<file path="config.mk">
export PLATFORM = sky130hd
export DESIGN_NAME = ctrl_sequencer
export DESIGN_NICKNAME = d
export VERILOG_FILES = /design/src/rtl/copperv_pkg.sv /design/src/rtl/ctrl_wb_decode.sv /design/src/rtl/ctrl_sequencer.sv
export SDC_FILE = /design/constraint.sdc
export NUM_CORES = 1
export LEC_CHECK = 0
export ABC_AREA = 1
export CORE_MARGIN = 5
export CORE_UTILIZATION = 30
export DETAILED_ROUTE_END_ITERATION = 6
export GPL_ROUTABILITY_DRIVEN = 0
export SKIP_LAST_GASP = 1
export SYNTH_ARGS = -nofsm -noshare
export SYNTH_HDL_FRONTEND = slang
export SYNTH_SLANG_ARGS = --single-unit
</file>
<file path="constraint.sdc">
create_clock -name clk -period 1.7 [get_ports clk]
set_clock_uncertainty 0.05 [all_clocks]
set_input_delay 0.255 -clock clk [delete_from_list [all_inputs] [get_ports clk]]
set_output_delay 0.255 -clock clk [all_outputs]
set_load 0.05 [all_outputs]
</file>
<file path="src/rtl/copperv_pkg.sv">
// Shared types for the copperv core. ctrl_state_e carries StHalted only when
// COPPERV_HALT_EN is defined.
package copperv_pkg;

  typedef enum logic [3:0] {
    InstNone   = 4'd0,
    InstIntImm = 4'd1,
    InstIntReg = 4'd2,
    InstImm    = 4'd3,
    InstAuipc  = 4'd4,
    InstJal    = 4'd5,
    InstJalr   = 4'd6,
    InstBranch = 4'd7,
    InstLoad   = 4'd8,
    InstStore  = 4'd9,
    InstFence  = 4'd10
  } inst_type_e;

  typedef enum logic [2:0] {
    StReset  = 3'd0,
    StFetch  = 3'd1,
    StDecode = 3'd2,
    StExec   = 3'd3,
    StMem    = 3'd4,
`ifdef COPPERV_HALT_EN
    StWb     = 3'd5,
    StHalted = 3'd6
`else
    StWb     = 3'd5
`endif
  } ctrl_state_e;

  typedef enum logic [2:0] {
    RdDinAlu     = 3'd0,
    RdDinImm     = 3'd1,
    RdDinMem     = 3'd2,
    RdDinPcPlus4 = 3'd3,
    RdDinPcImm   = 3'd4
  } rd_din_sel_e;

  typedef enum logic [1:0] {
    PcNextPlus4 = 2'd0,
    PcNextPcImm = 2'd1,
    PcNextAlu   = 2'd2
  } pc_next_sel_e;

endpackage

</file>
<file path="src/rtl/ctrl_wb_decode.sv">
// Writeback decode: maps the latched instruction class and branch compare to
// register-file write and next-PC selection. Outputs are idle outside WB.
module ctrl_wb_decode
  import copperv_pkg::*;
(
  input  logic         wb_active,
  input  inst_type_e   inst_type,
  input  logic         alu_cmp,
  output logic         rd_en,
  output rd_din_sel_e  rd_din_sel,
  output pc_next_sel_e pc_next_sel
);

  always_comb begin
    rd_en       = 1'b0;
    rd_din_sel  = RdDinAlu;
    pc_next_sel = PcNextPlus4;
    if (wb_active) begin
      unique case (inst_type)
        InstIntImm, InstIntReg: begin
          rd_en = 1'b1;
        end
        InstImm: begin
          rd_en      = 1'b1;
          rd_din_sel = RdDinImm;
        end
        InstAuipc: begin
          rd_en      = 1'b1;
          rd_din_sel = RdDinPcImm;
        end
        InstJal: begin
          rd_en       = 1'b1;
          rd_din_sel  = RdDinPcPlus4;
          pc_next_sel = PcNextPcImm;
        end
        InstJalr: begin
          rd_en       = 1'b1;
          rd_din_sel  = RdDinPcPlus4;
          pc_next_sel = PcNextAlu;
        end
        InstBranch: begin
          pc_next_sel = alu_cmp ? PcNextPcImm : PcNextPlus4;
        end
        InstLoad: begin
          rd_en      = 1'b1;
          rd_din_sel = RdDinMem;
        end
        default: begin
          // store, fence and unused encodings: no writeback, fall through
        end
      endcase
    end
  end

endmodule

</file>
<file path="src/rtl/ctrl_sequencer.sv">
// Multi-cycle control FSM for the copperv core, one instruction in flight.
// Defining COPPERV_HALT_EN adds the halt input, halted output and HALTED state.
module ctrl_sequencer
  import copperv_pkg::*;
(
  input  logic         clk,
  input  logic         rst,
  input  logic         inst_valid,
  input  inst_type_e   inst_type,
  input  logic         alu_cmp,
  input  logic         data_valid,
`ifdef COPPERV_HALT_EN
  input  logic         halt,
  output logic         halted,
`endif
  output logic         inst_fetch,
  output logic         rs_en,
  output logic         alu_en,
  output logic         data_req,
  output logic         data_we,
  output logic         rd_en,
  output rd_din_sel_e  rd_din_sel,
  output logic         pc_en,
  output pc_next_sel_e pc_next_sel
);

  ctrl_state_e state_q, state_d;
  logic        entry_q;
  inst_type_e  inst_type_q;
  logic        alu_cmp_q;

  // entry_q marks the first cycle spent in the current state, so the bus
  // requests pulse once even while the state waits on a response.
  always_ff @(posedge clk) begin
    if (rst) begin
      state_q     <= StReset;
      entry_q     <= 1'b0;
      inst_type_q <= InstNone;
      alu_cmp_q   <= 1'b0;
    end else begin
      state_q <= state_d;
      entry_q <= (state_d != state_q);
      if (state_q == StDecode) inst_type_q <= inst_type;
      if (state_q == StExec)   alu_cmp_q   <= alu_cmp;
    end
  end

  always_comb begin
    state_d    = state_q;
    inst_fetch = 1'b0;
    rs_en      = 1'b0;
    alu_en     = 1'b0;
    data_req   = 1'b0;
    data_we    = 1'b0;
    pc_en      = 1'b0;
`ifdef COPPERV_HALT_EN
    halted     = 1'b0;
`endif
    unique case (state_q)
      StReset: state_d = StFetch;
      StFetch: begin
        inst_fetch = entry_q;
        if (inst_valid) state_d = StDecode;
      end
      StDecode: begin
        rs_en   = 1'b1;
        state_d = StExec;
      end
      StExec: begin
        alu_en  = 1'b1;
        state_d = (inst_type_q inside {InstLoad, InstStore}) ? StMem : StWb;
      end
      StMem: begin
        data_req = entry_q;
        data_we  = (inst_type_q == InstStore);
        if (data_valid) state_d = StWb;
      end
      StWb: begin
        pc_en   = 1'b1;
        state_d = StFetch;
`ifdef COPPERV_HALT_EN
        if (halt) state_d = StHalted;
`endif
      end
`ifdef COPPERV_HALT_EN
      StHalted: begin
        halted = 1'b1;
        if (!halt) state_d = StFetch;
      end
`endif
      default: state_d = StReset;
    endcase
  end

  ctrl_wb_decode u_wb_decode (
    .wb_active   (state_q == StWb),
    .inst_type   (inst_type_q),
    .alu_cmp     (alu_cmp_q),
    .rd_en       (rd_en),
    .rd_din_sel  (rd_din_sel),
    .pc_next_sel (pc_next_sel)
  );

endmodule

</file>
# --- Word-level counts from Yosys, hierarchy flattened ---
# Cells that the tools add are included.
totals:
  register_bits: 9
  input_bits: 9
  out_inout_bits: 12
op_classes:
  eq_ne: 15
  n_mux: 17
  n_reduce_logical: 5
op_table:
  columns: ["operator", "n"]
  rows:
  - ["$eq 4x3->1 const B", 4]
  - ["$pmux 3 s5", 1]
  - ["$pmux 3 s4", 1]
  - ["$mux 1", 10]
  - ["$mux 3", 3]
  - ["$eq 4x2->1 const B", 2]
  - ["$eq 4x4->1 const B", 2]
  - ["$reduce_or 7->1", 1]
  - ["$eq 3x2->1 const B", 2]
  - ["$eq 3x3->1 const B", 2]
  - ["$pmux 2 s3", 1]
  - ["$eq 4x1->1 const B", 1]
  - ["$reduce_or 2->1", 2]
  - ["$eq 3x1->1 const B", 1]
  - ["$logic_not 3->1", 1]
  - ["$ne 3x3->1", 1]
  - ["$mux 2", 1]
  - ["$reduce_bool 2->1", 1]

# --- Logic depth before layout (Yosys ltp) ---
# Gate-level depths: netlist (run 1).
depth:
  word_depth: 5
  mapped_depth: 8
  ltp_nobuf: 8

# --- By module ---
# Synthesis (run 1) repeated with hierarchy kept, for this count alone.
hier_totals:
  cells_unflattened: 86
  hier_area_um2: 531.8
modules_own_cells:
  columns: ["module", "n_inst", "cells_each", "area_per_inst_um2", "seq_area_each_um2"]
  rows:
  - ["ctrl_sequencer", 1, 62, 426.7, 180.2]
  - ["ctrl_wb_decode", 1, 24, 105.1, 0.0]

# --- Worst setup path before layout (run 1) ---
# OpenSTA, ideal clock, no wires.
synth_path:
  kind: "register -> output"
  startpoint: "reg state_q[2]"
  endpoint: "out rd_din_sel[2]"
  arrival_ns: 1.975
  path_slack_ns: -0.580
  path_stages_with_launch: 5
  path_cell_list: "dfxtp_1 -> nand3_2 -> inv_2 -> nand3_1 -> nor3_1"
synth_via:
  elab_chain_cells: 2
synth_rtl:
  columns: ["item", "line_no", "source"]
  rows:
  - ["start: declaration", "ctrl_sequencer.sv:27", "ctrl_state_e state_q, state_d;"]
  - ["start signal: assignment", "ctrl_sequencer.sv:36", "state_q <= StReset;"]
  - ["start signal: assignment", "ctrl_sequencer.sv:41", "state_q <= state_d;"]
  - ["$eq 3x3->1", "ctrl_sequencer.sv:96", ".wb_active (state_q == StWb),"]
  - ["$mux 3", "ctrl_wb_decode.sv:18", "if (wb_active) begin"]
  - ["end: declaration", "ctrl_sequencer.sv:22", "output rd_din_sel_e rd_din_sel,"]
# Every way passes these cells.

# --- Final worst setup path (run 1) ---
layout_path:
  startpoint: "reg state_q[1]"
  endpoint: "out rd_din_sel[1]"
# Same word-level chain as after synthesis.

==> results.json, run 1 <==
{
  "end_kind": "primary output",
  "drive_above_1_share_pct": 46.36,
  "crit_path_max_fanout": 6,
  "max_freq_mhz": 612.9,
  "cts-root-buf": "clkbuf_4",
  "synth_seq_cells": 9,
  "synth_top_area_share_pct": 32.29,
  "synth_area_leaders": "dfxtp_1, nand2_1, nor2_1, nand3_2, nand3_1",
  "grt.overflow.total": 0,
  "antenna_left": 0,
  "grt_max_degree": 10,
  "cts.sinks": 9,
  "final_area_um2": 1010,
  "status": "completed",
  "drc": 0,
  "r2r_setup_slack_ps": 420,
  "numCtsBuffers": 3,
  "cp_data_required_time_ps": 1390,
  "setup_violations": 0,
  "yosysWarnings": 0,
  "multi_input_area_um2": 362.8,
  "worstReg2RegStart": "state_q[0]$_SDFF_PP0_",
  "die_w_um": 53.13,
  "synthCells": 86,
  "initialDrtViolationCount": 15,
  "yosysSeqAreaShare_pct": 32.29,
  "worstSetupPathType": "reg -> out",
  "synth_nets": 95,
  "final_common_cell": "nand2_1",
  "core_um2": 1745,
  "p_leak_uw": 0.0004093,
  "synth_top_family_by_area": "simple AND/OR/NAND/NOR gates",
  "yosysUniqueCellTypes": 18,
  "synthXorXnorAreaFrac_pct": 0,
  "placed_cells": 130,
  "tightest_slew_ps": 342.8,
  "fin_tns_setup_ps": 0,
  "nNetsFinal": 120,
  "r2r_end": "entry_q$_SDFF_PP0_",
  "arrival_ps": 1330,
  "vias_per_cell": 4.667,
  "hpwl_mm": 1.137,
  "slew-limit-headroom_pct": 76.95,
  "cp-start-kind": "register",
  "worstHoldPathCells": 2,
  "rsz0062_at_grt": "true",
  "cts_htree_levels": 1,
  "cts_tree": "yes",
  "clockBufferDepth": 2,
  "clk_pin_slew_worst_paths_ps": 70,
  "initial_core_util_pct": 31.97,
  "startpoint": "state_q[1]$_SDFF_PP0_",
  "muxShareOfSynthArea_pct": 0,
  "period_share_pct": 95.97,
  "syn_avg_cell_area_um2": 6.489,
  "area_delta_synth_final_pct": 80.94,
  "hold_violations": 0,
  "grtUsageTotal_pct": 11.82,
  "grt_pass1_vias": 601,
  "powerDensity_nw_per_um2": 621.8,
  "synth_fa_ha_area_share_pct": 0,
  "holdPathEnd": "alu_cmp_q$_SDFFE_PP0N_",
  "placed_cell_area_um2": 919.6,
  "maxCapViolations": 0,
  "clk_latency_ps": 260,
  "wl_per_cell_um": 10.36,
  "portBuffers": 20,
  "die-area_um2": 2823,
  "diodes": 0,
  "ir_drop_mv": 0.4564,
  "antenna_found_initial": 0,
  "syn_area_um2": 558.0,
  "fin_cells": 135,
  "yosys.area.top_type": "dfxtp_1",
  "rows": 15,
  "num_vias": 630,
  "maxSlewViolCount": 0,
  "hold_start": "alu_cmp_q$_SDFFE_PP0N_",
  "synth-simple-area-share_pct": 42.15,
  "die_y_um": 53.13,
  "reg2reg_depth": 8,
  "hold_path_class": "reg -> reg",
  "fillers": 157,
  "io_pins": 21,
  "grt_pass1_wl_mm": 2.442,
  "drt-total-wl_mm": 1.398,
  "seq_area_um2": 192.7,
  "fin_crit_ps": 1632,
  "final_cell_mix": "nand2_1, nor2_1, buf_12",
  "hold_buffers": 0,
  "firstDrtPassIters": 4,
  "synth_compound_area_share_pct": 14.13
}
-- synth_stat cells (all sizes together) --
library cell	n
a211oi	4
dfxtp	9
a21oi	5
nor3	1
nand2	17
nor4	2
inv	14
o21ai	4
nor2	17
buf	2
nand3	11
-- layer usage --
layer	vias to the layer above	GRT usage, %	routed length (um)
met3	2	3.380	82
met2	22	17.56	655
met1	278	15.68	645
met4	0	5.106	15
li1	328	-	-
met5	-	0	0
-- state kept, by name, indices dropped and copies added (netlist names) --
name,cells
alu_cmp_q,1
entry_q,1
inst_type_q,4
state_q,3
-- through the flow --
step           util [%]  total power (uW)  hold slack (ps)  setup WS, ps
6_report          57.85             627.8            430.2         68.47
5_1_grt           57.85             674.6            447.2        -48.11
4_1_cts           55.05             624.1            434.9        -32.26
3_5_place_dp      52.69             457.5            425.1         173.2
3_3_place_gp      52.69             453.2            418.4         207.7
2_1_floorplan         -             385.5            354.0        -209.2
-- worst max-delay path, stage by stage (launching register included) --
cell and delay [ps]:
dfxtp_4 370, inv_4 70, nand3_4 80, inv_2 80
buf_4 130, nand2_1 90, o21ai_2 90, buf_12 160
-- cell type report --
type	count	area share [%]
Tap cell	25	3.098
Clock buffer	3	2.230
Sequential cell	9	19.08
Timing Repair Buffer	22	33.70
Multi-Input combinational cell	61	35.94
Inverter	14	5.452
Clock inverter	1	0.4957
-- logic make-up after synthesis --
kind of cell / after synthesis
DFF: 9
AOI/OAI and AO/OA: 13
buffers and inverters: 16
and+or+nand+nor: 48
-- how the worst max path moves through the flow --
stage / endpoint / slack [ps] / cells after the start
floorplan: rd_din_sel[2] / -210 / 4
global placement: rd_din_sel[2] / 210 / 5
detailed placement: rd_din_sel[2] / 170 / 5
CTS: rd_din_sel[1] / -30 / 5
global route: rd_din_sel[0] / -50 / 7
finish: rd_din_sel[1] / 70 / 7
-- power by group --
part	internal [uW]	switching, uW	total [uW]
sequential	233	27.9	261
combinational	87.1	116	203
clock	86.8	77.1	164
-- timing repair --
item,in CTS,in global routing
setup buffers,1,0
endpoints found under the setup margin,3,6
pin swaps,1,2
gates resized for setup,5,15
Note: power is estimated with default switching activity, not from simulation.
==> run 2: changes to the inputs <==
--- a/config.mk
+++ b/config.mk
@@ -12,4 +12,5 @@
 export GPL_ROUTABILITY_DRIVEN = 0
 export SKIP_LAST_GASP = 1
+export SLEW_MARGIN = 20
 export SYNTH_ARGS = -nofsm -noshare
 export SYNTH_HDL_FRONTEND = slang
==> constraint.sdc (replaced) <==
create_clock -name clk -period 1.7 [get_ports clk]
set_clock_uncertainty 0.05 [all_clocks]
set_input_delay 0.425 -clock clk [delete_from_list [all_inputs] [get_ports clk]]
set_output_delay 0.425 -clock clk [all_outputs]
set_load 0.05 [all_outputs]
==> run 2 against run 1 <==
The run now ends with setup timing left. Critical path depth is 1 lower. Maximum frequency is 7.4% lower. Design area grew 22%. Sequential share of layout area down 3.2 points. Final cell count rose by 9.6%. Utilization rose by 13 points. Largest cell class unchanged.
==> results.json, run 2 (same netlist as run 1, synthesis figures left out) <==
{
  "status": "finished, violations left",
  "violations": "setup timing",
  "cts-root-buf": "clkbuf_4",
  "r2r_end": "entry_q$_SDFF_PP0_",
  "period_share_pct": 103.7,
  "tightest_slew_ps": 344.7,
  "endpoint": "rd_din_sel[0]",
  "final_cell_mix": "nand2_1, buf_12, buf_4",
  "initial_core_util_pct": 31.97,
  "critPathTopFamily": "buffers and inverters",
  "grt_pass1_wl_mm": 2.815,
  "antenna_left": 0,
  "fin_tns_setup_ps": -210.7,
  "grtUsageTotal_pct": 13.59,
  "hold_path_class": "reg -> reg",
  "cts_tree": "yes",
  "worst-path-buf-inv": 3,
  "rsz0062_at_grt": "true",
  "grt_max_degree": 10,
  "slowest_stage": "dfxtp_4",
  "cp_data_required_time_ps": 1220,
  "slew-limit-headroom_pct": 76.95,
  "wl_per_cell_um": 11.49,
  "core_um2": 1745,
  "max_freq_mhz": 567.3,
  "drive_above_1_share_pct": 60.16,
  "final_common_cell": "nand2_1",
  "rows": 15,
  "startpoint": "inst_type_q[1]$_SDFFE_PP0P_",
  "numCtsBuffers": 3,
  "regMostFlops": "inst_type_q",
  "clk_pin_slew_worst_paths_ps": 60,
  "cp-start-kind": "register",
  "ir_drop_mv": 0.4390,
  "r2r_setup_slack_ps": 220,
  "maxCapViolations": 0,
  "num_vias": 694,
  "setup_slack_ps": -62.86,
  "nNetsFinal": 133,
  "die-area_um2": 2823,
  "hpwl_mm": 1.213,
  "crit_path_max_fanout": 5,
  "biggestRegsByFlops": "inst_type_q: 4 flops, state_q: 3 flops",
  "portBuffers": 20,
  "cp_slowest_stage_delay_ps": 370,
  "initialDrtViolationCount": 8,
  "die_y_um": 53.13,
  "setup_violations": 5,
  "reg2reg_depth": 9,
  "hold_buffers": 0,
  "worstSetupPathType": "reg -> out",
  "die_w_um": 53.13,
  "hold_slack_ps": 469.2,
  "worstReg2RegStart": "state_q[2]$_SDFF_PP0_",
  "clk_latency_ps": 250,
  "arrival_ps": 1290,
  "largest_register_ff_count": 4,
  "hold_violations": 0,
  "clockBufferDepth": 2,
  "area_delta_synth_final_pct": 121.1,
  "diodes": 0,
  "end_kind": "primary output",
  "p_leak_uw": 0.0004739,
  "io_pins": 21,
  "grt_pass1_vias": 667,
  "powerDensity_nw_per_um2": 578.8,
  "drc": 0,
  "grt.overflow.total": 0,
  "antenna_found_initial": 0,
  "path_cells": "buf_4, nand3_4, nand2_1, o21ai_1, inv_1, buf_12",
  "crit_cells": 6,
  "maxSlewViolCount": 0,
  "cts.sinks": 9,
  "vias_per_cell": 4.689,
  "cts_htree_levels": 1,
  "drt-total-wl_mm": 1.701,
  "fin_crit_ps": 1763,
  "firstDrtPassIters": 4
}
-- run 2: repair_timing --
| item | in CTS | in global routing |
|---|---|---|
| buffers inserted | 5 | 3 |
| setup endpoints to repair | 9 | 11 |
| resized for setup | 37 | 11 |
| pin swaps | 7 | 3 |
-- run 2: worst reg2reg max path: cells and delay by family, from the launching register on --
| kind | cells | cell delay [ps] |
|---|---|---|
| AOI/OAI and AO/OA | 1 | 50 |
| DFF | 1 | 360 |
| and+or+nand+nor | 5 | 480 |
| buffers and inverters | 3 | 430 |
-- run 2: worst min path at each step --
stage	startpoint	to	cells past startpoint
floorplan	alu_cmp_q$_SDFFE_PP0N_	alu_cmp_q$_SDFFE_PP0N_	2
global placement	alu_cmp_q$_SDFFE_PP0N_	alu_cmp_q$_SDFFE_PP0N_	2
detailed placement	inst_type_q[2]$_SDFFE_PP0P_	inst_type_q[2]$_SDFFE_PP0P_	2
CTS	inst_type_q[2]$_SDFFE_PP0P_	inst_type_q[2]$_SDFFE_PP0P_	2
global route	inst_type_q[2]$_SDFFE_PP0P_	inst_type_q[2]$_SDFFE_PP0P_	2
finish	alu_cmp_q$_SDFFE_PP0N_	alu_cmp_q$_SDFFE_PP0N_	2
-- run 2: where the power goes --
group | switching [uW] | total (uW) | internal (uW) | leakage, uW
Combinational | 166 | 296 | 130 | 0.000381
Sequential | 22.4 | 257 | 234 | 0.0000775
Clock | 71.3 | 162 | 90.3 | 0.0000150
-- run 2: through the flow --
step                instance area [um^2]  util (%)  std cells  power, uW  setup slack (ps)
global route                        1234     70.68        148      756.6            -139.2
floorplan                          595.6         -         86      389.0            -170.0
detailed placement                 988.4     56.63        136      477.1             108.8
finish                              1234     70.68        148      714.1            -62.86
CTS                                 1172     67.17        145      694.7            -63.05
global placement                   988.4     56.63        136      473.6             100.7
-- run 2: per-layer routing --
layer	track usage [%]	routed length, um	vias up
li1	-	-	356
met1	17.94	799	321
met2	21.49	848	15
met3	1.972	34	2
met4	6.383	19	0
met5	0	0	-
-- run 2: cell type report --
cell class | instances | area (um^2)
tap | 25 | 31.28
inverter | 14 | 70.07
clock buffer | 4 | 26.28
timing repair buffer | 35 | 444.2
sequential | 9 | 196.4
multi-input combinational | 61 | 465.4
fill | 124 | 511.7
==> run 3: changes to the inputs <==
CORE_UTILIZATION = 25   (was 30)
CTS_CLUSTER_DIAMETER = 30   (was not set)
==> run 3 against run 2 <==
The flow still finishes with violations (setup timing). Count of clock-buffer cells in the layout unchanged. Clock power increased by 6%. Setup slack got worse by 9.7 ps. Maximum frequency decreased by 0.55%. Total power increased by 9.1%. Utilization decreased by 7.4 points. First-iteration DRC count decreased by 38%. Register-to-register slack improved by 30 ps. Routed wire length increased by 30%. Final cell count increased by 8.1%. Sequential share of layout area decreased by 1.6 points. Hold slack got worse by 10 ps.
==> results.json, run 3 (same netlist as run 1, synthesis figures left out) <==
{
  "grt.overflow.total": 0,
  "hold_buffers": 0,
  "cp-start-kind": "register",
  "die_y_um": 57.25,
  "vias_per_cell": 4.781,
  "ir_drop_mv": 0.3636,
  "final_common_cell": "buf_4",
  "biggestRegsByFlops": "inst_type_q: 4 flops, state_q: 3 flops",
  "maxSlewViolCount": 0,
  "grt_max_degree": 10,
  "area_delta_synth_final_pct": 146.0,
  "die-area_um2": 3277,
  "portBuffers": 20,
  "r2r_end": "entry_q$_SDFF_PP0_",
  "largest_register_ff_count": 4,
  "critPathTopFamily": "flip-flops",
  "status": "finished, violations left",
  "fin_tns_setup_ps": -403.9,
  "endpoint": "rd_en",
  "worstReg2RegStart": "state_q[0]$_SDFF_PP0_",
  "hpwl_mm": 1.296,
  "period_share_pct": 104.3,
  "antenna_left": 0,
  "fin_crit_ps": 1773,
  "crit_path_max_fanout": 4,
  "num_vias": 765,
  "cts_tree": "yes",
  "diodes": 0,
  "initialDrtViolationCount": 5,
  "cp_data_required_time_ps": 1220,
  "max_freq_mhz": 564.2,
  "maxCapViolations": 0,
  "multi_input_area_um2": 504.2,
  "drt-total-wl_mm": 2.207,
  "post-route-util_pct": 63.26,
  "worst-path-buf-inv": 2,
  "core_um2": 2170,
  "rsz0062_at_grt": "true",
  "grt_pass1_vias": 774,
  "worstSetupPathType": "reg -> out",
  "r2r_setup_slack_ps": 250,
  "wl_per_cell_um": 13.79,
  "crit_cells": 6,
  "seq_area_um2": 196.4,
  "p_leak_uw": 0.0005233,
  "clk_latency_ps": 270,
  "cts_htree_levels": 1,
  "drive_above_1_share_pct": 65.91,
  "regMostFlops": "inst_type_q",
  "arrival_ps": 1300,
  "firstDrtPassIters": 4,
  "fillers": 186,
  "nNetsFinal": 142,
  "setup_slack_ps": -72.57,
  "hold_violations": 0,
  "hold_path_class": "reg -> reg",
  "powerDensity_nw_per_um2": 567.8,
  "violations": "setup timing",
  "setup_violations": 9,
  "slew-limit-headroom_pct": 73.87,
  "io_pins": 21,
  "clockBufferDepth": 2,
  "slowest_stage": "dfxtp_4",
  "cts-root-buf": "clkbuf_4",
  "grtUsageTotal_pct": 13.81,
  "antenna_found_initial": 0,
  "numCtsBuffers": 3,
  "tightest_slew_ps": 390.7,
  "end_kind": "primary output",
  "drc": 0,
  "initial_core_util_pct": 25.72,
  "cp_slowest_stage_delay_ps": 390,
  "reg2reg_depth": 10,
  "grt_pass1_wl_mm": 3.450,
  "path_cells": "buf_6, nor2_4, o21ai_1, nand3_1, nand2_2, buf_12",
  "clk_pin_slew_worst_paths_ps": 60,
  "startpoint": "inst_type_q[1]$_SDFFE_PP0P_",
  "rows": 17,
  "final_cell_mix": "buf_4, nand2_1, buf_12",
  "cts.sinks": 9,
  "die_w_um": 57.25
}
run 3: cell count changes in the layout (fill, tap and decap cells not counted), moves of 2 or more:
cell / change
buf_6: +5
buf_4: +3
nor2_2: -3
nor2_4: +3
inv_6: -2
nand2_1: -2
nand2_2: +2
run 3: cell type report:
class,instances,share of cell area [%]
tap,28,2.552
sequential,9,14.31
timing repair buffer,44,39.20
clock buffer,4,1.914
inverter,14,5.287
multi-input combinational,61,36.74
run 3: worst register-to-register path, cell delays in order (launching register included):
cell and delay [ps]:
dfxtp_2 340, buf_6 120, inv_8 40, buf_4 140, nand3_4 60, buf_4 160
nand2_1 90, nor2_4 130, nand3_2 80, nand2_1 70, a21oi_2 50
run 3: timing repair:
item | 4_1_cts | 5_1_grt
endpoints found under the hold margin | 0 | 0
pin swaps | 11 | 10
setup endpoints to repair | 9 | 11
setup buffers | 11 | 6
resized for setup | 47 | 19
run 3: how the worst min path moves through the flow:
stage	startpoint	to	slack (ps)	depth (start not counted)
after CTS	alu_cmp_q$_SDFFE_PP0N_	alu_cmp_q$_SDFFE_PP0N_	440	2
final	alu_cmp_q$_SDFFE_PP0N_	alu_cmp_q$_SDFFE_PP0N_	460	2
after detailed placement	inst_type_q[2]$_SDFFE_PP0P_	inst_type_q[2]$_SDFFE_PP0P_	430	2
after global routing	alu_cmp_q$_SDFFE_PP0N_	alu_cmp_q$_SDFFE_PP0N_	500	2
after floorplan	alu_cmp_q$_SDFFE_PP0N_	alu_cmp_q$_SDFFE_PP0N_	390	2
after global placement	alu_cmp_q$_SDFFE_PP0N_	alu_cmp_q$_SDFFE_PP0N_	410	2
run 3: through the flow:
step | area, um^2 | power (uW) | hold slack [ps] | setup slack, ps | instances
global route | 1373 | 826.2 | 501.3 | -135.8 | 160
floorplan | 595.6 | 389.0 | 387.8 | -170.0 | 86
CTS | 1264 | 741.3 | 443.7 | -46.63 | 154
finish | 1373 | 779.3 | 459.0 | -72.57 | 160
global placement | 992.2 | 475.0 | 406.9 | 127.0 | 139
detailed placement | 992.2 | 478.9 | 429.5 | 98.38 | 139
run 3: power breakdown:
part / leakage, uW / internal, uW / switching (uW)
clock: 0.0000150 / 90.5 / 80.0
sequential: 0.0000775 / 233 / 22.7
combinational: 0.000431 / 167 / 186
run 3: metal layers:
layer | global-route usage (%) | vias up | wire length (um)
li1 | - | 371 | -
met1 | 13.41 | 356 | 811
met2 | 25.94 | 34 | 1235
met3 | 3.846 | 4 | 136
met4 | 7.616 | 0 | 24
met5 | 0 | - | 0
